$ cat config.mk
export PLATFORM = sky130hd
export DESIGN_NAME = bcd_to_binary
export DESIGN_NICKNAME = d
export VERILOG_FILES = /design/src/rtl/bcd_to_binary.sv
export SDC_FILE = /design/constraint.sdc
export NUM_CORES = 1
export LEC_CHECK = 0
export BUFFER_PORTS_ARGS = -buffer_cell sky130_fd_sc_hd__buf_2
export CORE_UTILIZATION = 30
export DETAILED_ROUTE_END_ITERATION = 7
export GPL_TIMING_DRIVEN = 0
export HOLD_SLACK_MARGIN = 0.06
export PLACE_DENSITY = 0.52
export SLEW_MARGIN = 5
export SYNTH_ARGS = -nofsm -noshare
export SYNTH_HDL_FRONTEND = slang
export SYNTH_SLANG_ARGS = --single-unit
$ cat constraint.sdc
create_clock -name clk_i -period 1.73 [get_ports clk_i]
set_input_delay 0.173 -clock clk_i [delete_from_list [all_inputs] [get_ports clk_i]]
set_output_delay 0.173 -clock clk_i [all_outputs]
set_load 0.01 [all_outputs]
$ cat src/rtl/bcd_to_binary.sv
// Serial BCD-to-binary converter using reverse double-dabble.
// One output bit is produced per clock-enabled busy cycle. The block uses a
// start/done handshake; done_o is high whenever the converter is idle.
module bcd_to_binary #(
  parameter int BCD_DIGITS_IN_PP   = 5,
  parameter int BITS_OUT_PP        = 16,
  parameter int BIT_COUNT_WIDTH_PP = 4
) (
  input  logic                          clk_i,
  input  logic                          rst_i,
  input  logic                          ce_i,
  input  logic                          start_i,
  input  logic [4*BCD_DIGITS_IN_PP-1:0] dat_bcd_i,
  output logic [BITS_OUT_PP-1:0]        dat_binary_o,
  output logic                          err_o,
  output logic                          ovf_o,
  output logic                          done_o
);

  localparam int BCD_W = 4 * BCD_DIGITS_IN_PP;
  localparam logic [BIT_COUNT_WIDTH_PP-1:0] LAST_STEP =
    BIT_COUNT_WIDTH_PP'(BITS_OUT_PP - 1);

  typedef enum logic {
    ST_IDLE = 1'b0,
    ST_BUSY = 1'b1
  } state_t;

  state_t                        state, state_next;
  logic [BCD_W-1:0]              bcd_reg, bcd_reg_next;
  logic [BITS_OUT_PP-1:0]        bin_reg, bin_reg_next;
  logic [BIT_COUNT_WIDTH_PP-1:0] bit_count, bit_count_next;
  logic [BITS_OUT_PP-1:0]        result_next;
  logic                          err_next, ovf_next;

  logic [BCD_W-1:0]              bcd_shifted;
  logic [BCD_W-1:0]              bcd_step;
  logic [BITS_OUT_PP-1:0]        bin_step;
  logic                          operand_invalid;

  // One reverse double-dabble step: shift right, then pull every digit >= 8 down by 3.
  always_comb begin
    // NOTE: every always_comb output gets a default first so no path can infer a latch.
    bcd_shifted = bcd_reg >> 1;
    bcd_step    = '0;
    for (int k = 0; k < BCD_DIGITS_IN_PP; k++) begin
      bcd_step[4*k +: 4] = (bcd_shifted[4*k +: 4] >= 4'd8) ?
                           (bcd_shifted[4*k +: 4] - 4'd3) : bcd_shifted[4*k +: 4];
    end
    bin_step = {bcd_reg[0], bin_reg[BITS_OUT_PP-1:1]};
  end

  // Flag any input nibble that is not a decimal digit.
  always_comb begin
    operand_invalid = 1'b0;
    for (int k = 0; k < BCD_DIGITS_IN_PP; k++) begin
      if (dat_bcd_i[4*k +: 4] > 4'd9) operand_invalid = 1'b1;
    end
  end

  // Next-state and datapath update: accept while idle, shift on enabled busy cycles.
  always_comb begin
    state_next     = state;
    bcd_reg_next   = bcd_reg;
    bin_reg_next   = bin_reg;
    bit_count_next = bit_count;
    result_next    = dat_binary_o;
    err_next       = err_o;
    ovf_next       = ovf_o;
    case (state)
      ST_IDLE: begin
        if (start_i) begin
          state_next     = ST_BUSY;
          bcd_reg_next   = dat_bcd_i;
          bin_reg_next   = '0;
          bit_count_next = '0;
          err_next       = operand_invalid;
          ovf_next       = 1'b0;
        end
      end
      ST_BUSY: begin
        if (ce_i) begin
          if (bit_count == LAST_STEP) begin
            state_next     = ST_IDLE;
            result_next    = bin_step;
            ovf_next       = (bcd_step != '0);
            bit_count_next = '0;
            bcd_reg_next   = bcd_step;
            bin_reg_next   = bin_step;
          end else begin
            bcd_reg_next   = bcd_step;
            bin_reg_next   = bin_step;
            bit_count_next = bit_count + 1'b1;
          end
        end
      end
      default: state_next = ST_IDLE;
    endcase
  end

  // State and output registers with asynchronous clear.
  always_ff @(posedge clk_i or posedge rst_i) begin
    // NOTE: sequential state uses non-blocking assignments so all registers update together.
    if (rst_i) begin
      state        <= ST_IDLE;
      bcd_reg      <= '0;
      bin_reg      <= '0;
      bit_count    <= '0;
      dat_binary_o <= '0;
      err_o        <= 1'b0;
      ovf_o        <= 1'b0;
    end else begin
      state        <= state_next;
      bcd_reg      <= bcd_reg_next;
      bin_reg      <= bin_reg_next;
      bit_count    <= bit_count_next;
      dat_binary_o <= result_next;
      err_o        <= err_next;
      ovf_o        <= ovf_next;
    end
  end

  assign done_o = (state == ST_IDLE);

endmodule
======== Yosys cells after proc, flatten, opt, wreduce, memory -nomap -nowiden ========
Index checks and enable logic that the tools add are counted.
storage, ports and cells
  register bits ........................... 59
  input port bits ......................... 24
operators by class
  add/subtract/negate cells ............... 6
  magnitude comparators ................... 10
  equal/unequal tests ..................... 4
  mux-type cells .......................... 28
  bitwise logic cells ..................... 1
  reductions and logical operators ........ 5
operators with widths
  cell                                                                     number
  20-bit 2-to-1 mux                                                        2
  20-bit one-hot mux with 2 select lines                                   1
  16-bit 2-to-1 mux                                                        2
  4-bit 2-to-1 mux                                                         8
  16-bit one-hot mux with 2 select lines                                   1
  4-bit > comparator, second input constant                                5
  20-bit nonzero test                                                      1
  4-bit >= comparator, second input constant                               4
  4-bit by 2-bit subtractor with 4-bit output, second input constant       4
  1-bit 2-to-1 mux                                                         11
  4-bit one-hot mux with 2 select lines                                    1
  3-bit AND reduction                                                      2
  4-bit by 1-bit adder with 4-bit output, second input constant            1
  4-bit equality test, second input constant                               1
  3-bit by 4-bit >= comparator with 1-bit output, second input constant    1
  2-bit inequality test, second input constant                             2
  1-bit one-hot mux with 2 select lines                                    2
  2-bit AND reduction                                                      2
  3-bit by 2-bit subtractor with 4-bit output, second input constant       1
  2-bit by 1-bit inequality test with 1-bit output, second input constant  1
  1-bit NOT                                                                1

======== Logic depth before layout (Yosys ltp) ========
  depth in word-level cells ............... 6
  depth in mapped cells ................... 7
  depth with buffers taken out ............ 6

======== Worst setup path before layout ========
OpenSTA, ideal clock, no wires.
  path type ............................... register to register
  start ................................... register bcd_reg[9]
  end ..................................... register ovf_o
  arrival ................................. 1.365 ns
  required time ........................... 1.590 ns
  slack ................................... 0.225 ns
  stages on the path, launching flop included .. 7
  path buffers ............................ 0
  clock period less this slack ............ 1.505 ns
  cell sequence ........................... dfrtp_1 inv_1 ha_1 nor3b_1 a21oi_1 nor4_1 a31oi_1
between the ends
  cells in the longest elaborated chain, start to end .. 6
RTL lines
  item                                                                                line    source
  start: declaration                                                                  30      logic [BCD_W-1:0] bcd_reg, bcd_reg_next;
  start signal: assignment                                                            114     bcd_reg <= bcd_reg_next;
  4-bit by 2-bit subtractor with 4-bit output or 4-bit >= comparator (tied branches)  48, 47
  4-bit 2-to-1 mux (*)                                                                47      bcd_step[4*k +: 4] = (bcd_shifted[4*k +: 4] >= 4'd8) ?
  20-bit nonzero test (*)                                                             86      ovf_next = (bcd_step != '0);
  1-bit 2-to-1 mux (*)                                                                83      if (bit_count == LAST_STEP) begin
  1-bit 2-to-1 mux (*)                                                                82      if (ce_i) begin
  1-bit one-hot mux with 2 select lines (*)                                           70      case (state)
  end signal: assignment                                                              119     ovf_o <= ovf_next;
  end: declaration                                                                    16      output logic ovf_o,
Mark *: on every way between the ends. The rest lies on a longest branch, timed or not. The select of a mux whose other input is x is not followed.
A chain may end at the register's enable or synchronous reset.

======== Final worst setup path ========
Same ends and word-level chain as after synthesis.

==> results.md <==
* Outcome: completed
* Grt total ovfl at 0
* P_leak at 0.00173 uW
* Slowest CP cell: dfrtp_2
* Post-DP Area at 3190 um^2
* Pre-CTS setup slack at -0.00359 ns
* Post-Synthesis Cells at 243
* Vias per cell at 5.04
* Top Family by Delay on Critical Path: simple AND/OR/NAND/NOR gates
* Main synth FF type: dfrtp_1
* Ys async rst share at 100%
* Max Root-Sink Buffers at 2
* Yosys top cell by area: dfrtp_1
* N_diodes at 0
* Core footprint at 9200 um^2
* Crit. Startpoint: bcd_reg[9]
* Required time worst endpoint at 1.94 ns
* Design Area, Final at 3430 um^2
* Cell Area, Synth at 2820 um^2
* Floorplan die height at 99 um
* Maximum clock frequency at 604 MHz
* Nature of the critical path startpoint: register
* Pint at 3130 uW
* DRT antenna net count at 0
* Max Slew Vio Count at 0
* Ys Warns at 0
* Clock slew at reported path FFs at 0.07 ns
* Peak supply drop at 0.491 mV
* Avg Synthesized Cell Area at 11.6 um^2
* Clk network pwr share at 23.4%
* Buf/Inv on CP at 1
* Clock Skews at 0.00724 ns
* Finish-stage setup viols at 0
* Metal2 WL at 2960 um
* Top cells by area, synth: dfrtp_1 51%, mux2_4 7.4%, a22o_1 5.3%
* RSZ-0062 raised after global routing: false
* Reg2Reg Setup Slack at 0.07 ns
* WL final at 6620 um
* Sw frac at 35.4%
* Num CTS Buffers at 9
* Critical Path Max Stage Delay at 0.43 ns
* Hold Startpoint: dat_bcd_i[17]
* First-pass GRT wire length at 11000 um
* Worst slew pin tran at 0.752 ns
* CTS tree: built
* Max_slew headroom at 49.8%
* Wire length per cell after detailed routing at 15.8 um
* Power density cells at 1410 nW/um^2
* Hold Crit Class: input port to register
* PnR worst setup slack at 0.0741 ns
* Initial DRT Pass Iterations at 4
* Tcrit/Tclk final at 95.7%
* Count leader, synth: dfrtp_1
* Crit-path max FO at 7
* Setup CP Type: register to register
* Post-synth top area share at 51.4%
* Fraction of layout cells with a size suffix above 1 at 29.6%
* Yosys cell types at 39
* Synth cell count leaders: 58 x dfrtp_1, 17 x a22o_1, 14 x mux2_4, 12 x nand2_1, 12 x nor2_1
* Largest net degree at the start of global routing at 34
* DR WL met3 at 267 um
* Die Wd at 99 um
* Highest metal used: met4
* Number of max-cap violations at 0
* Num ports at 43
* Max FFs per register at 20
* Final hold slack at 0.0771 ns
* Crit end category: register
* Final Hold Fails at 0
* Final RePlAce weighted congestion at 0.812
* RR Startpoint: bcd_reg[9]
* Tmin final at 1.66 ns
* Clock sink count at 58
* Net switching power at 1720 uW
* Final #Nets at 335
* Vias in the first global route at 2099
* Seq cells post-synth at 58
* Initial drt markers at 82
* Root Buffer: clkbuf_8
* Register area share after synthesis at 51.4%
* Total track usage at 14.7%
* Initial Util at 30.7%
* # DRC at 0
* DP HPWL at 4740 um
* Comb power frac at 31.8%
* Initial antenna violation count at 0
* Clock Latency Late Sink at 0.34 ns
* Via count at 2105
* Htree depth at 3
* # rows at 35
* P&R area growth vs syn at 21.5%
* Seq pwr share at 44.8%
* Port Buffers at 41
* Area of the die at 9800 um^2
* Crit path DAT at 1.86 ns
* Wire length on met1 at 3280 um
* Critical Path, Cell by Cell: inv_1 -> ha_1 -> nor3b_1 -> a21oi_1 -> nor4_1 -> a31oi_1
* Number of synthesized flops with an enable pin at 0
* Syn nets at 276
## cell families after synthesis
| family | count (synthesis) | synth area share, % |
|---|---|---|
| simple gates | 64 | 12.2 |
| flops | 58 | 51.4 |
| fa+ha+maj | 9 | 3.99 |
| xor+xnor | 9 | 2.79 |
| buf+inv | 27 | 4.92 |
| compound gates | 57 | 15.3 |
| mux | 19 | 9.31 |
## metal layers
layer | vias to the layer above | track usage, %
met1 | 1036 | 20.2
met3 | 9 | 4.96
met5 | - | 0
li1 | 1007 | -
met4 | 0 | 4.71
met2 | 53 | 21.7
## layout make-up
type	count	area, um^2
timing repair buffer	49	290
multi-input combinational	158	1230
clock inverter	6	42.5
buffer	15	93.8
tap	111	139
fill	930	5770
clock buffer	10	138
inverter	11	41.3
sequential	58	1450
## power by group through the flow
stage	Clock [uW]	Combinational, uW	Sequential, uW
after CTS	1180	1530	2180
after floorplan	0	1110	2130
after global routing	1240	1730	2240
after global placement	0	1460	2180
final	1140	1540	2170
after detailed placement	0	1500	2200
## worst paths after layout
path / depth (start not counted) / endpoint
max: 6 / ovf_o
min: 3 / bcd_reg[17]
max reg2reg: 6 / ovf_o
min reg2reg: 1 / bin_reg[1]
max in group asynchronous: 4 / bcd_reg[9]
min in group asynchronous: 3 / dat_binary_o[13]
## worst register-to-register path, cell delays in order (launching register included)
cell and delay (ns):
dfrtp_2 0.43, inv_1 0.06, ha_1 0.31, nor3b_1 0.22, a21oi_1 0.11, nor4_1 0.27
a31oi_1 0.13
## per-stage QoR
stage / cells / TNS [ns] / power [uW] / util [%]
after global placement: 395 / -40.12 / 3640 / 34.4
after CTS: 416 / 0 / 4880 / 37.1
after detailed placement: 396 / -0.00359 / 3700 / 34.7
final: 418 / 0 / 4850 / 37.3
after floorplan: 243 / 0 / 3240 / -
after global routing: 418 / 0 / 5210 / 37.3
## layout by cell type (no fill, tap or decap), types with 2 or more instances in the layout
cell | synthesis | final
dfrtp_1 | 58 | 57
nor3_1 | 5 | 5
clkinv_2 | 0 | 2
clkinv_4 | 0 | 2
a21o_1 | 3 | 3
a311o_1 | 2 | 2
buf_6 | 4 | 4
a21oi_1 | 7 | 7
a22o_1 | 17 | 17
buf_2 | 6 | 47
nand2_1 | 12 | 12
and4_1 | 2 | 2
and3_1 | 7 | 7
mux2_4 | 14 | 14
inv_1 | 11 | 10
nand2b_1 | 4 | 4
nor4_1 | 3 | 3
mux2i_1 | 3 | 3
ha_1 | 9 | 9
nor2_1 | 12 | 12
clkbuf_8 | 0 | 10
a221o_1 | 8 | 8
xnor2_1 | 8 | 8
dlygate4sd3_1 | 0 | 5
mux2_2 | 2 | 2
clkbuf_1 | 6 | 5
o21ai_0 | 10 | 10
a31oi_1 | 3 | 3
clkinvlp_4 | 0 | 2
nand3_1 | 10 | 10
nor2b_1 | 4 | 4
buf_4 | 0 | 2
## what timing repair did
item                                   in CTS  in global routing
pin swaps                                   0                  1
buffers inserted                            0                  2
setup endpoints to repair                   2                  1
hold buffers                                5                  0
resized for setup                           2                  0
endpoints found under the hold margin      36                  0
(Power assumes the default switching activity.)
